<file path="config.mk">
export PLATFORM = sky130hd
export DESIGN_NAME = pre_if_fetch_flat
export DESIGN_NICKNAME = d
export VERILOG_FILES = /design/src/rtl/pre_if_fetch_if.sv /design/src/rtl/pre_if_fetch.sv /design/src/flat_wrapper.sv
export SDC_FILE = /design/constraint.sdc
export NUM_CORES = 1
export LEC_CHECK = 0
export CORE_MARGIN = 2
export CORE_UTILIZATION = 50
export DETAILED_ROUTE_END_ITERATION = 8
export PLACE_DENSITY = 0.87
export SETUP_SLACK_MARGIN = 0.15
export SLEW_MARGIN = 0
export SYNTH_ARGS = -nofsm -noshare
export SYNTH_HDL_FRONTEND = slang
export SYNTH_SLANG_ARGS = --single-unit
</file>
<file path="constraint.sdc">
create_clock -name clk -period 13.2 [get_ports clk]
set_input_delay 2.64 -clock clk [delete_from_list [all_inputs] [get_ports clk]]
set_output_delay 2.64 -clock clk [all_outputs]
set_load 0.03 [all_outputs]
</file>
<file path="src/rtl/pre_if_fetch_if.sv">
// ============================================================================
// pre_if_fetch_if : SRAM-like instruction-bus bundle (req/addr_ok/data_ok)
// Rev 1.0
// ============================================================================
`default_nettype none

interface pre_if_fetch_if;
    logic        inst_sram_req;
    logic        inst_sram_wr;
    logic [1:0]  inst_sram_size;
    logic [31:0] inst_sram_addr;
    logic        inst_sram_addr_ok;
    logic        inst_sram_data_ok;
    logic [31:0] inst_sram_rdata;

    modport master (
        output inst_sram_req, inst_sram_wr, inst_sram_size, inst_sram_addr,
        input  inst_sram_addr_ok, inst_sram_data_ok, inst_sram_rdata
    );

    modport slave (
        input  inst_sram_req, inst_sram_wr, inst_sram_size, inst_sram_addr,
        output inst_sram_addr_ok, inst_sram_data_ok, inst_sram_rdata
    );
endinterface

`default_nettype wire

</file>
<file path="src/rtl/pre_if_fetch.sv">
// ============================================================================
// pre_if_fetch : pre-IF stage, owns fetch PC, drops stale responses after a
//                redirect, holds one {inst,pc} for IF. Option: PF_ADEF_CHK_EN.
// Rev 1.0
// ============================================================================
`default_nettype none

module pre_if_fetch #(
    parameter logic [31:0] RESET_PC = 32'h1c000000,
    parameter int          CANCEL_W = 2
) (
    input  wire logic              clk,
    input  wire logic              reset,
    pre_if_fetch_if.master         inst_sram,
    input  wire logic              if_allowin,
    output logic                   pf_to_if_valid,
`ifdef PF_ADEF_CHK_EN
    output logic [64:0]            pf_to_if_bus,
`else
    output logic [63:0]            pf_to_if_bus,
`endif
    input  wire logic [32:0]       br_bus,
    input  wire logic              flush,
    input  wire logic [31:0]       flush_target
);

    typedef enum logic [0:0] {S_REQ = 1'b0, S_WAIT = 1'b1} state_e;

    localparam logic [CANCEL_W-1:0] CNT_MAX  = '1;
    localparam logic [CANCEL_W-1:0] CNT_ZERO = '0;
    localparam logic [CANCEL_W-1:0] CNT_ONE  = {{(CANCEL_W-1){1'b0}}, 1'b1};

    state_e                state_q, state_d;
    logic [31:0]           fetch_pc_q, fetch_pc_d;
    logic [31:0]           req_pc_q, req_pc_d;
    logic [CANCEL_W-1:0]   cancel_q, cancel_d;
    logic                  buf_valid_q, buf_valid_d;
    logic [31:0]           buf_inst_q, buf_inst_d;
    logic [31:0]           buf_pc_q, buf_pc_d;

    logic        w_redirect;
    logic [31:0] w_redirect_pc;
    logic        w_req;
    logic        w_fire;
    logic        w_data_live;
    logic        w_data_stale;
    logic        w_adef_blk;
    logic        w_inc;

    assign w_redirect    = flush | br_bus[32];
    assign w_redirect_pc = flush ? flush_target : br_bus[31:0];

`ifdef PF_ADEF_CHK_EN
    // Misaligned redirect targets park the stage until the next redirect.
    logic adef_q, adef_d;
    logic buf_adef_q, buf_adef_d;
    assign w_adef_blk   = adef_q;
    assign pf_to_if_bus = {buf_adef_q, buf_inst_q, buf_pc_q};
`else
    assign w_adef_blk   = 1'b0;
    assign pf_to_if_bus = {buf_inst_q, buf_pc_q};
`endif

    assign w_req = !reset && (state_q == S_REQ) && (!buf_valid_q || if_allowin)
                   && (cancel_q != CNT_MAX) && !w_redirect && !w_adef_blk;
    assign w_fire       = w_req & inst_sram.inst_sram_addr_ok;
    assign w_data_live  = inst_sram.inst_sram_data_ok && (cancel_q == CNT_ZERO) && (state_q == S_WAIT);
    assign w_data_stale = inst_sram.inst_sram_data_ok && (cancel_q != CNT_ZERO);

    assign inst_sram.inst_sram_req  = w_req;
    assign inst_sram.inst_sram_wr   = 1'b0;
    assign inst_sram.inst_sram_size = 2'b10;
    assign inst_sram.inst_sram_addr = fetch_pc_q;
    assign pf_to_if_valid           = buf_valid_q;

    always_comb begin
        state_d     = state_q;
        fetch_pc_d  = fetch_pc_q;
        req_pc_d    = req_pc_q;
        buf_valid_d = buf_valid_q;
        buf_inst_d  = buf_inst_q;
        buf_pc_d    = buf_pc_q;
        cancel_d    = cancel_q;
        w_inc       = 1'b0;
`ifdef PF_ADEF_CHK_EN
        adef_d      = adef_q;
        buf_adef_d  = buf_adef_q;
`endif
        if (buf_valid_q && if_allowin) begin
            buf_valid_d = 1'b0;
        end
        if (w_redirect) begin
            fetch_pc_d  = w_redirect_pc;
            buf_valid_d = 1'b0;
            state_d     = S_REQ;
            // A live response landing this cycle is consumed by the drop itself.
            if (state_q == S_WAIT && !w_data_live) begin
                w_inc = 1'b1;
            end
`ifdef PF_ADEF_CHK_EN
            adef_d = |w_redirect_pc[1:0];
            if (|w_redirect_pc[1:0]) begin
                buf_valid_d = 1'b1;
                buf_adef_d  = 1'b1;
                buf_inst_d  = 32'h0;
                buf_pc_d    = w_redirect_pc;
            end
`endif
        end else begin
            if (w_fire) begin
                req_pc_d   = fetch_pc_q;
                fetch_pc_d = fetch_pc_q + 32'd4;
                state_d    = S_WAIT;
            end
            if (w_data_live) begin
                buf_inst_d  = inst_sram.inst_sram_rdata;
                buf_pc_d    = req_pc_q;
                buf_valid_d = 1'b1;
                state_d     = S_REQ;
`ifdef PF_ADEF_CHK_EN
                buf_adef_d  = 1'b0;
`endif
            end
        end
        if (w_inc && !w_data_stale && cancel_q != CNT_MAX) begin
            cancel_d = cancel_q + CNT_ONE;
        end else if (w_data_stale && !w_inc) begin
            cancel_d = cancel_q - CNT_ONE;
        end
    end

    always_ff @(posedge clk or posedge reset) begin
        if (reset) begin
            state_q     <= S_REQ;
            fetch_pc_q  <= RESET_PC;
            req_pc_q    <= 32'h0;
            cancel_q    <= CNT_ZERO;
            buf_valid_q <= 1'b0;
            buf_inst_q  <= 32'h0;
            buf_pc_q    <= 32'h0;
`ifdef PF_ADEF_CHK_EN
            adef_q      <= 1'b0;
            buf_adef_q  <= 1'b0;
`endif
        end else begin
            state_q     <= state_d;
            fetch_pc_q  <= fetch_pc_d;
            req_pc_q    <= req_pc_d;
            cancel_q    <= cancel_d;
            buf_valid_q <= buf_valid_d;
            buf_inst_q  <= buf_inst_d;
            buf_pc_q    <= buf_pc_d;
`ifdef PF_ADEF_CHK_EN
            adef_q      <= adef_d;
            buf_adef_q  <= buf_adef_d;
`endif
        end
    end

endmodule

`default_nettype wire
</file>
<file path="src/flat_wrapper.sv">
// flat-port wrapper written by rule: the top's interface ports become plain ports
module pre_if_fetch_flat 
#(
    parameter logic [31:0] RESET_PC = 32'h1c000000,
    parameter int          CANCEL_W = 2
)
  (clk, reset, if_allowin, pf_to_if_valid, pf_to_if_bus, br_bus, flush, flush_target, inst_sram_inst_sram_req, inst_sram_inst_sram_wr, inst_sram_inst_sram_size, inst_sram_inst_sram_addr, inst_sram_inst_sram_addr_ok, inst_sram_inst_sram_data_ok, inst_sram_inst_sram_rdata);
  pre_if_fetch_if inst_sram_i ();
  input  wire logic clk;
  input  wire logic reset;
  input  wire logic if_allowin;
  output logic pf_to_if_valid;
  output logic [63:0] pf_to_if_bus;
  input  wire logic [32:0] br_bus;
  input  wire logic flush;
  input  wire logic [31:0] flush_target;
  output wire logic [$bits(inst_sram_i.inst_sram_req)-1:0] inst_sram_inst_sram_req;
  output wire logic [$bits(inst_sram_i.inst_sram_wr)-1:0] inst_sram_inst_sram_wr;
  output wire logic [$bits(inst_sram_i.inst_sram_size)-1:0] inst_sram_inst_sram_size;
  output wire logic [$bits(inst_sram_i.inst_sram_addr)-1:0] inst_sram_inst_sram_addr;
  input wire logic [$bits(inst_sram_i.inst_sram_addr_ok)-1:0] inst_sram_inst_sram_addr_ok;
  input wire logic [$bits(inst_sram_i.inst_sram_data_ok)-1:0] inst_sram_inst_sram_data_ok;
  input wire logic [$bits(inst_sram_i.inst_sram_rdata)-1:0] inst_sram_inst_sram_rdata;
  assign inst_sram_inst_sram_req = inst_sram_i.inst_sram_req;
  assign inst_sram_inst_sram_wr = inst_sram_i.inst_sram_wr;
  assign inst_sram_inst_sram_size = inst_sram_i.inst_sram_size;
  assign inst_sram_inst_sram_addr = inst_sram_i.inst_sram_addr;
  assign inst_sram_i.inst_sram_addr_ok = inst_sram_inst_sram_addr_ok;
  assign inst_sram_i.inst_sram_data_ok = inst_sram_inst_sram_data_ok;
  assign inst_sram_i.inst_sram_rdata = inst_sram_inst_sram_rdata;
  pre_if_fetch #(.RESET_PC(RESET_PC), .CANCEL_W(CANCEL_W)) u_core (.clk(clk), .reset(reset), .inst_sram(inst_sram_i), .if_allowin(if_allowin), .pf_to_if_valid(pf_to_if_valid), .pf_to_if_bus(pf_to_if_bus), .br_bus(br_bus), .flush(flush), .flush_target(flush_target));
endmodule
</file>
; Word level (Yosys, flattened, before mapping)
; Index checks and enable logic that the tools add are counted.
[totals]
output_inout_bits = 101
register_bits = 132
inputBits = 103
[classes]
addsub = 3
n_eq_ne = 1
n_mux = 13
reduce_logical = 27
bitwise_logic = 4
[ops]
columns = operator, n
row1 = $mux 32, 3
row2 = $add 32x3->32 const B, 1
row3 = $logic_and 1x1->1, 12
row4 = $mux 1, 8
row5 = $logic_not 1->1, 6
row6 = $reduce_bool 2->1, 3
row7 = $reduce_bool 3->1, 2
row8 = $mux 2, 2
row9 = $reduce_and 2->1, 2
row10 = $add 2x1->2 const B, 1
row11 = $logic_not 2->1, 1
row12 = $ne 2x2->1 const B, 1
row13 = $not 1->1, 2
row14 = $sub 2x1->2 const B, 1
row15 = $and 1x1->1, 1
row16 = $logic_or 1x1->1, 1
row17 = $or 1x1->1, 1

; Logic depth before layout (Yosys ltp)
; Gate-level depths: netlist (run 1).
[logic_depth]
word_depth = 11
ltp_mapped = 8

; Worst setup path after synthesis (run 1)
; Ideal clock, no wire load.
[synth_timing]
path_type = input to output
from = in flush
to = out inst_sram_inst_sram_req
slack_ns = 6.772
arrival_ns = 3.788
stages = 5
cell_sequence = clkbuf_1 -> nor2_1 -> buf_2 -> clkbuf_1 -> and3_1
[synth_via]
elab_chain_len = 3
[synth_lines]
columns = item, line_no
row1 = start: declaration, flat_wrapper.sv:15  ; input wire logic flush;
row2 = $or 1x1->1, pre_if_fetch.sv:50  ; assign w_redirect = flush | br_bus[32];
row3 = $logic_not 1->1, pre_if_fetch.sv:65  ; && (cancel_q != CNT_MAX) && !w_redirect && !w_adef_blk;
row4 = $logic_and 1x1->1, pre_if_fetch.sv:65
row5 = end: declaration, flat_wrapper.sv:17  ; output wire logic [$bits(inst_sram_i.inst_sram_req)-1:0] inst_sram_inst_sram_req;
; Every way passes these cells.

; Worst setup path after layout (run 1)
[layout_timing]
from = in reset
to = out inst_sram_inst_sram_req
[layout_via]
elab_chain_len = 5
[layout_lines]
columns = item, line_no
row1 = start: declaration, flat_wrapper.sv:10  ; input wire logic reset;
row2 = $logic_not 1->1, pre_if_fetch.sv:64  ; assign w_req = !reset && (state_q == S_REQ) && (!buf_valid_q || if_allowin)
row3 = $logic_and 1x1->1 (2 in series), pre_if_fetch.sv:64
row4 = $logic_and 1x1->1 (2 in series), pre_if_fetch.sv:65
; Every way passes these cells.

==> results, run 1 <==
- The number of vias per cell after detailed routing is 5.65.
- Derived from the worst setup path, the maximum achievable clock frequency is 0.141 GHz.
- The setup skew after layout is approximately 0.0064 ns.
- The placement-stage cell area is ~0.0081 mm2.
- The number of hold buffers added after cts is 0.
- The first-pass GRT wire length is 26.3 mm.
- Yosys printed 0 warnings.
- After layout, the worst setup slack is 6.09 ns.
- The clock network latency to the later pin of the worst-skew pair is 0.41 ns.
- The number of filler cells placed in the layout is 832.
- Input and output buffers added on the ports amount to 200.
- The peak fanout along the critical path is 3.
- For this configuration, the core starts out at a cell density of 0.509.
- TritonCTS built the clock tree.
- The classification of the worst setup path is in -> out.
- In this run the static leakage power is a little under 0.004 uW.
- Of the available clock period, the critical path in the final layout requires 0.538.
- On the final layout, the worst hold slack is about 0.47 ns.
- The pre-antenna-repair detailed-routing pass consisted of 4 iterations.
- The number of buffers added for setup after CTS is 0.
- Row generation in the floorplan step produced 40 rows.
- At the worst endpoint, the required time is 10.56 ns.
- The number of DRC violations after detailed routing is 0.
- The pin count of the biggest net entering global routing is 72.
- In this run the horizontal extent of the chip is 114 um.
- For this run, the total global-route usage over all layers was measured as 0.260.
- The detailed placer's ending HPWL is 11.2 mm.
- Once detail routing completed, the nets flagged for antenna violations numbered 0.
- The mapped netlist covers 0.00609 mm2.
- The number of sinks handled by clock tree synthesis is 132.
- After synthesis the netlist holds a flip-flop and latch count of 132.
- The final critical path time including I/O delays and setup is between 7 and 8 ns.
- Clock-pin slew was measured on the worst setup and hold paths at about 0.05 ns.
- The worst supply voltage drop on vdd is 0.0630 mV.
- The core region area is 0.0120 mm2.
- The die footprint is 0.0131 mm2.
- The final wirelength is 16.4 mm.
- In this run the mean area of a mapped cell was between 10 and 15 um2.
- Across the run, the number of max-cap violations was 0.
- The final-layout setup total negative slack is 0 ns.
- The initial antenna violation count came to 0.
- For this design the top-level I/O count stands at 204.
- The count of final max-slew check failures is 0.
- Power spread over the standard cell area amounts to 128 mW/mm2.
- The fraction of final layout cells with drive strength greater than 1 is 0.153.
- The predominant post-synthesis flop cell is sky130_fd_sc_hd__dfrtp_1.
- After the first detailed-routing iteration, the DRC count stood at 457.
- The worst hold path class is reg -> reg.
- STA classifies the critical path startpoint as an input port.
- Routability-driven placement finished with a final weighted congestion of 0.873.
- The number of nets in the layout is 864.
- The die is 114 um tall.
- At the pin with the least slew margin, the transition time is 1.04 ns.
- The headroom to the max-slew limit is 0.299.
- After global routing the overflow that remains totals 0.
- After synthesis, the share of flip-flops with an asynchronous set or reset is 1.00.
- The total number of vias is 5196.
- The number of buffers on the longest clock path is 2.
- After technology mapping, the gate count stands at 575.
- Setup repair after global routing left no endpoint under its margin.
- The sequential fraction of the synthesis area is 0.543.
- In this run, CTS created clock tree buffers numbering 17.
- For the worst setup path, the data arrival time is 4.47 ns.
- In the final routed layout, each cell accounts on average for 17.8 um.
- The number of global-route vias before repair is 5162.
- The CTS root buffer is sky130_fd_sc_hd__clkbuf_16.
- The worst setup path is captured at an output port.
- The post-synthesis cell type count is 60.
- The area added between synthesis and finish is 42.7%.
- Setup violations remaining at the end of the flow were counted as 0.
- The number of hold-slack violations in the final timing report came to 0.
- The H-tree depth is 4.
- The number of enable-type register cells in the synthesized netlist is 0.
- The final instance area is 0.00869 mm2.
- The flow ran to the end, and the final reports show no timing, DRC or antenna violations.
- Post-CTS repair changed the size of 0 cells.
- The worst slack at placement is approximately 6.1 ns.
- The count of antenna diodes in the layout is 0.
-- power breakdown --
group / switching [uW] / internal, uW
registers: 36.4 / 447
clock network: 178 / 250
logic: 105 / 92.5
total: 319 / 789
-- stage by stage --
stage                     total power, uW  std cells  utilization
after floorplan                       589        576            -
after global placement                678        888        0.681
after detailed placement              687        888        0.681
after CTS                            1110        920        0.726
after global routing                 1150        920        0.726
final                                1110        920        0.726
-- routing by layer --
layer  vias to the layer above  global-route usage  routed length [um]
met5                         -                   0                   0
met4                         0               0.107                 312
met3                        30              0.0566                1280
met2                       242               0.425                8110
met1                      2529               0.338                6700
li1                       2395                   -                   -
-- area by class of cell --
cell class | count | area [um2] | area share
Sequential cell | 132 | 3310 | 0.381
Multi-Input combinational cell | 395 | 2590 | 0.298
Timing Repair Buffer | 204 | 2020 | 0.233
Clock buffer | 21 | 460 | 0.0530
Tap cell | 147 | 184 | 0.0212
Clock inverter | 11 | 80.1 | 0.00922
Inverter | 10 | 42.5 | 0.00490
-- path summary, 6_finish.rpt --
kind / start / end / slack, ns / depth (start not counted)
min in group asynchronous: reset / u_core.state_q$_DFFE_PP0P_ / 2.70 / 2
worst min-delay path: u_core.req_pc_q[25]$_DFFE_PP0P_ / u_core.req_pc_q[25]$_DFFE_PP0P_ / 0.47 / 2
worst min register to register: u_core.req_pc_q[25]$_DFFE_PP0P_ / u_core.req_pc_q[25]$_DFFE_PP0P_ / 0.47 / 2
max in group asynchronous: reset / u_core.buf_inst_q[17]$_DFFE_PP0P_ / 9.19 / 3
worst max register to register: u_core.cancel_q[1]$_DFFE_PP0P_ / u_core.inst_sram.inst_sram_addr[30]$_DFFE_PP0P_ / 10.44 / 5
worst max-delay path: reset / inst_sram_inst_sram_req / 6.09 / 4
-- cell usage after synthesis (2+ instances only) --
library cell                count  area (um2)
sky130_fd_sc_hd__dfrtp_1      129        3230
sky130_fd_sc_hd__nand2_1      119         447
sky130_fd_sc_hd__mux2_2        64         721
sky130_fd_sc_hd__nor2_1        27         101
sky130_fd_sc_hd__a21oi_1       25         125
sky130_fd_sc_hd__o21ai_0       20         100
sky130_fd_sc_hd__clkbuf_1      19        71.3
sky130_fd_sc_hd__nand3_1       14        70.1
sky130_fd_sc_hd__buf_2         12        60.1
sky130_fd_sc_hd__a211oi_1      10        75.1
sky130_fd_sc_hd__inv_1         10        37.5
sky130_fd_sc_hd__nand4_1       10        62.6
sky130_fd_sc_hd__xnor2_1        8        70.1
sky130_fd_sc_hd__nor2b_1        7        43.8
sky130_fd_sc_hd__and3_1         6        37.5
sky130_fd_sc_hd__nand2b_1       6        37.5
sky130_fd_sc_hd__a221oi_1       5        43.8
sky130_fd_sc_hd__and4_1         5        43.8
sky130_fd_sc_hd__mux2i_1        5        50.1
sky130_fd_sc_hd__nor3_1         5        25.0
sky130_fd_sc_hd__buf_1          4        15.0
sky130_fd_sc_hd__xor2_1         4        35.0
sky130_fd_sc_hd__buf_4          3        22.5
sky130_fd_sc_hd__dfstp_2        3        78.8
sky130_fd_sc_hd__nor4_2         3        37.5
sky130_fd_sc_hd__o22ai_1        3        18.8
sky130_fd_sc_hd__o311ai_0       3        26.3
sky130_fd_sc_hd__o31ai_1        3        22.5
sky130_fd_sc_hd__a211o_1        2        17.5
sky130_fd_sc_hd__a22oi_1        2        15.0
sky130_fd_sc_hd__a2bb2oi_1      2        17.5
sky130_fd_sc_hd__and2_1         2        12.5
sky130_fd_sc_hd__conb_1         2        7.51
sky130_fd_sc_hd__nor4_1         2        12.5
sky130_fd_sc_hd__nor4_4         2        42.5
sky130_fd_sc_hd__o211ai_1       2        15.0
sky130_fd_sc_hd__o221ai_1       2        17.5
sky130_fd_sc_hd__o2bb2ai_1      2        17.5
sky130_fd_sc_hd__or3_1          2        12.5
-- registers in the layout (all words and copies together), names as in the netlist --
name	count
u_core.cancel_q	2
u_core.inst_sram.inst_sram_addr	32
u_core.pf_to_if_valid	1
u_core.state_q	1
u_core.buf_pc_q	32
u_core.buf_inst_q	32
u_core.req_pc_q	32
-- cell families after synthesis --
| group | after synthesis | share of synthesized area |
|---|---|---|
| AO/OA/AOI/OAI | 91 | 0.0997 |
| XOR/XNOR | 12 | 0.0173 |
| adder cells (fa/ha/maj) | 1 | 0.00205 |
| buffers and inverters | 49 | 0.0358 |
| flip-flops | 132 | 0.543 |
| multiplexers | 69 | 0.127 |
| other | 2 | 0.00123 |
| AND/OR/NAND/NOR | 219 | 0.174 |
-- placed cells by master (no fill, tap or decap), types with 3 or more instances in the layout --
cell | synthesis | final
sky130_fd_sc_hd__nand4_1 | 10 | 10
sky130_fd_sc_hd__dfstp_2 | 3 | 3
sky130_fd_sc_hd__inv_1 | 10 | 9
sky130_fd_sc_hd__nor2_1 | 27 | 26
sky130_fd_sc_hd__nor4_2 | 3 | 3
sky130_fd_sc_hd__and3_1 | 6 | 6
sky130_fd_sc_hd__o311ai_0 | 3 | 3
sky130_fd_sc_hd__a211oi_1 | 10 | 10
sky130_fd_sc_hd__clkinv_4 | 0 | 3
sky130_fd_sc_hd__a221oi_1 | 5 | 5
sky130_fd_sc_hd__nor3_1 | 5 | 5
sky130_fd_sc_hd__o31ai_1 | 3 | 3
sky130_fd_sc_hd__o22ai_1 | 3 | 3
sky130_fd_sc_hd__clkinvlp_4 | 0 | 4
sky130_fd_sc_hd__clkinv_2 | 0 | 3
sky130_fd_sc_hd__mux2i_1 | 5 | 5
sky130_fd_sc_hd__xnor2_1 | 8 | 8
sky130_fd_sc_hd__clkdlybuf4s50_1 | 0 | 198
sky130_fd_sc_hd__o21ai_0 | 20 | 20
sky130_fd_sc_hd__clkbuf_16 | 0 | 17
sky130_fd_sc_hd__buf_4 | 3 | 4
sky130_fd_sc_hd__nand3_1 | 14 | 13
sky130_fd_sc_hd__conb_1 | 2 | 3
sky130_fd_sc_hd__and4_1 | 5 | 4
sky130_fd_sc_hd__nor2b_1 | 7 | 7
sky130_fd_sc_hd__mux2_2 | 64 | 64
sky130_fd_sc_hd__nand2b_1 | 6 | 6
sky130_fd_sc_hd__xor2_1 | 4 | 4
sky130_fd_sc_hd__a21oi_1 | 25 | 25
sky130_fd_sc_hd__dfrtp_1 | 129 | 129
sky130_fd_sc_hd__nand2_1 | 119 | 119
-- critical path, stage by stage --
cell and delay, ns:
sky130_fd_sc_hd__clkdlybuf4s50_1 0.50, sky130_fd_sc_hd__a211oi_2 0.45, sky130_fd_sc_hd__and3_1 0.22, sky130_fd_sc_hd__clkdlybuf4s50_1 0.66
No activity file was read; power rests on OpenSTA's default activity.
==> run 2: changes to the inputs <==
--- a/config.mk
+++ b/config.mk
@@ -6,9 +6,9 @@
 export NUM_CORES = 1
 export LEC_CHECK = 0
 export CORE_MARGIN = 2
-export CORE_UTILIZATION = 50
+export CORE_UTILIZATION = 42
 export DETAILED_ROUTE_END_ITERATION = 8
-export PLACE_DENSITY = 0.87
+export PLACE_DENSITY = 0.77
 export SETUP_SLACK_MARGIN = 0.15
 export SLEW_MARGIN = 0
 export SYNTH_ARGS = -nofsm -noshare
==> constraint.sdc (replaced) <==
create_clock -name clk -period 6.2 [get_ports clk]
set_input_delay 1.24 -clock clk [delete_from_list [all_inputs] [get_ports clk]]
set_output_delay 1.24 -clock clk [all_outputs]
set_load 0.03 [all_outputs]
==> results, run 2 (synthesis results as in run 1) <==
- The clock tree from TritonCTS is done.
- The final critical path time including I/O delays and setup is 4.25 ns.
- The tree is rooted in a sky130_fd_sc_hd__clkbuf_16.
- Across the VDD grid, the largest voltage drop is 0.199 mV.
- The final wirelength is ~17 mm.
- The post-layout instance count excluding filler cells is 958.
- The number of DRC violations after detailed routing is 0.
- The overflow left after global routing is 0.
- The number of cells after detailed placement is 926.
- The initial detailed-routing violation count is 346.
- The top cell types in the final layout, fill and taps aside, are sky130_fd_sc_hd__clkdlybuf4s50_1, sky130_fd_sc_hd__dfrtp_1, sky130_fd_sc_hd__nand2_1, sky130_fd_sc_hd__mux2_2, sky130_fd_sc_hd__nor2_1.
- The height of the die is 124 um.
- The worst setup path is launched from an input port.
- Timing would allow up to between 0.2 and 0.25 GHz.
- In the routed layout, each cell is associated on average with a via count of 5.34.
- The clock network latency to the later pin of the worst-skew pair is 0.42 ns.
- The power after layout is 2460 uW.
- The path class of the tightest hold or removal check is reg -> reg.
- The area used by sequential logic in the layout is 0.00331 mm2.
- The number of sinks handled by clock tree synthesis is 132.
- The total I/O pin count is around 200.
- The data arrival time of the critical path is 3.01 ns.
- The die footprint is 0.0155 mm2.
- For this run, the total global-route usage over all layers was measured as 0.227.
- Clock-pin slew was measured on the worst setup and hold paths at 0.05 ns.
- The post-CTS resize count is 0.
- In the final timing run, aggregate negative setup slack is 0 ns.
- For this design the ratio of total power to cell area is 279 mW/mm2.
- The routed layout has 5111 vias.
- From synthesis to final layout, the design area changed by 44.5%.
- The final instance area is 0.00880 mm2.
- Max-cap violations in this run came to 0.
- The peak fanout along the critical path is 3.
- The flow ran to the end, and the final reports show no timing, DRC or antenna violations.
- The worst endpoint required time is between 4 and 5 ns.
- The terminating pin of the worst hold path is u_core.req_pc_q[12]$_DFFE_PP0P_.
- In the final layout, the share of cells above drive strength 1 is 0.155.
- The worst register-to-register path begins at u_core.cancel_q[1]$_DFFE_PP0P_.
- Counting along the longest clock path gives a buffer depth of 2.
- At the end of the flow, the number of nets in the layout was 865.
- The first global-routing pass estimated 27.8 mm of wire.
- The detail route stage leaves a number of antenna-violating nets equal to 0.
- The number of global-route vias before repair is 5371.
- The count of final max-slew check failures came to 0.
- The number of setup buffers added after CTS is 0.
- The filler cells instantiated in the layout total around 1200.
- Dividing the detail-routed wire length by the instance count gives 17.9 um.
- Between clock sinks in the finished design, the worst skew comes to 0.00624 ns.
- The first TritonRoute pass finished after 5 iterations.
- The core region area is 0.0144 mm2.
- In this run, post-CTS hold repair placed 0 buffers.
- The number of buffers created by CTS is 17.
- The count of antenna diodes in the layout is 0.
- The worst min-delay path startpoint is u_core.req_pc_q[12]$_DFFE_PP0P_.
- The library cell used most frequently in the layout, excluding fill and tap cells, is sky130_fd_sc_hd__clkdlybuf4s50_1.
- The die span in x is 124 um.
- The H-tree depth is 4.
- The endpoint identified for the worst register-to-register timing path is u_core.inst_sram.inst_sram_addr[30]$_DFFE_PP0P_.
- The global placer's final weighted congestion is between 0.8 and 0.9.
- The leakage power is 0.00392 uW.
- Hold timing on the final database bottoms out at a slack of 0.470 ns.
- The worst setup path is captured at an output port.
- The site row count is 44.
- Once placement finished, the instance area stood at 0.00820 mm2.
- The cell count of the worst reg-to-reg path is 5.
- The wire-length estimate of the detail-placed layout is 11.7 mm.
- The headroom to the max-slew limit is 0.350.
- The setup path with the least slack is of type in -> out.
- The initial utilization of the core area, before any placement, comes to 0.424.
- The number of hold-slack violations in the final timing report is 0.
- The number of port buffers is 200.
- The pin slew with the least headroom to its limit is 0.974 ns.
- The final-report setup violation count is 0.
- The pin count of the biggest net entering global routing is 75.
- The initial antenna violation count is 0.
- The combined area of the multi-input logic cells is between 0.002 and 0.003 mm2.
- Setup repair after global routing left no endpoint under its margin.
- The worst hold path passes through 2 cells.
- The portion of the clock cycle consumed by the worst path in the final layout is 0.685.
- The reg2reg setup slack is 3.50 ns.
[run 2: layer usage]
metal	vias to the layer above	track usage	part of all wire
met2	182	0.382	0.51
met3	27	0.0533	0.047
met1	2527	0.284	0.42
met5	-	0	0
li1	2375	-	-
met4	0	0.0866	0.019
[run 2: area by class of cell]
| class | instances | share of cell area |
|---|---|---|
| clock buffer | 23 | 0.0566 |
| tap | 184 | 0.0262 |
| timing repair buffer | 205 | 0.231 |
| clock inverter | 9 | 0.0114 |
| inverter | 10 | 0.00483 |
| sequential | 132 | 0.376 |
| multi-input combinational | 395 | 0.295 |
[run 2: worst max path at each step]
stage	start	cells past startpoint	to	slack, ns
global route	reset	4	inst_sram_inst_sram_req	1.89
finish	reset	4	inst_sram_inst_sram_req	1.95
floorplan	reset	1	u_core.buf_inst_q[0]$_DFFE_PP0P_	1.44
detailed placement	reset	4	inst_sram_inst_sram_req	1.96
global placement	reset	4	inst_sram_inst_sram_req	2.00
CTS	reset	4	inst_sram_inst_sram_req	1.95
[run 2: where the power goes]
group	leakage, uW	internal (uW)	switching, uW
logic	0.00192	197	226
clock network	0.000295	641	367
registers	0.00171	952	75.5
[run 2: critical path, stage by stage]
cell and delay [ns]:
sky130_fd_sc_hd__clkdlybuf4s50_1 0.51, sky130_fd_sc_hd__a211oi_2 0.39, sky130_fd_sc_hd__and3_1 0.21, sky130_fd_sc_hd__clkdlybuf4s50_1 0.67
[run 2: stage by stage]
stage | worst slack (ns) | utilization
floorplan | 1.44 | -
global placement | 2.00 | 0.571
detailed placement | 1.96 | 0.571
CTS | 1.95 | 0.612
global route | 1.89 | 0.612
finish | 1.95 | 0.612
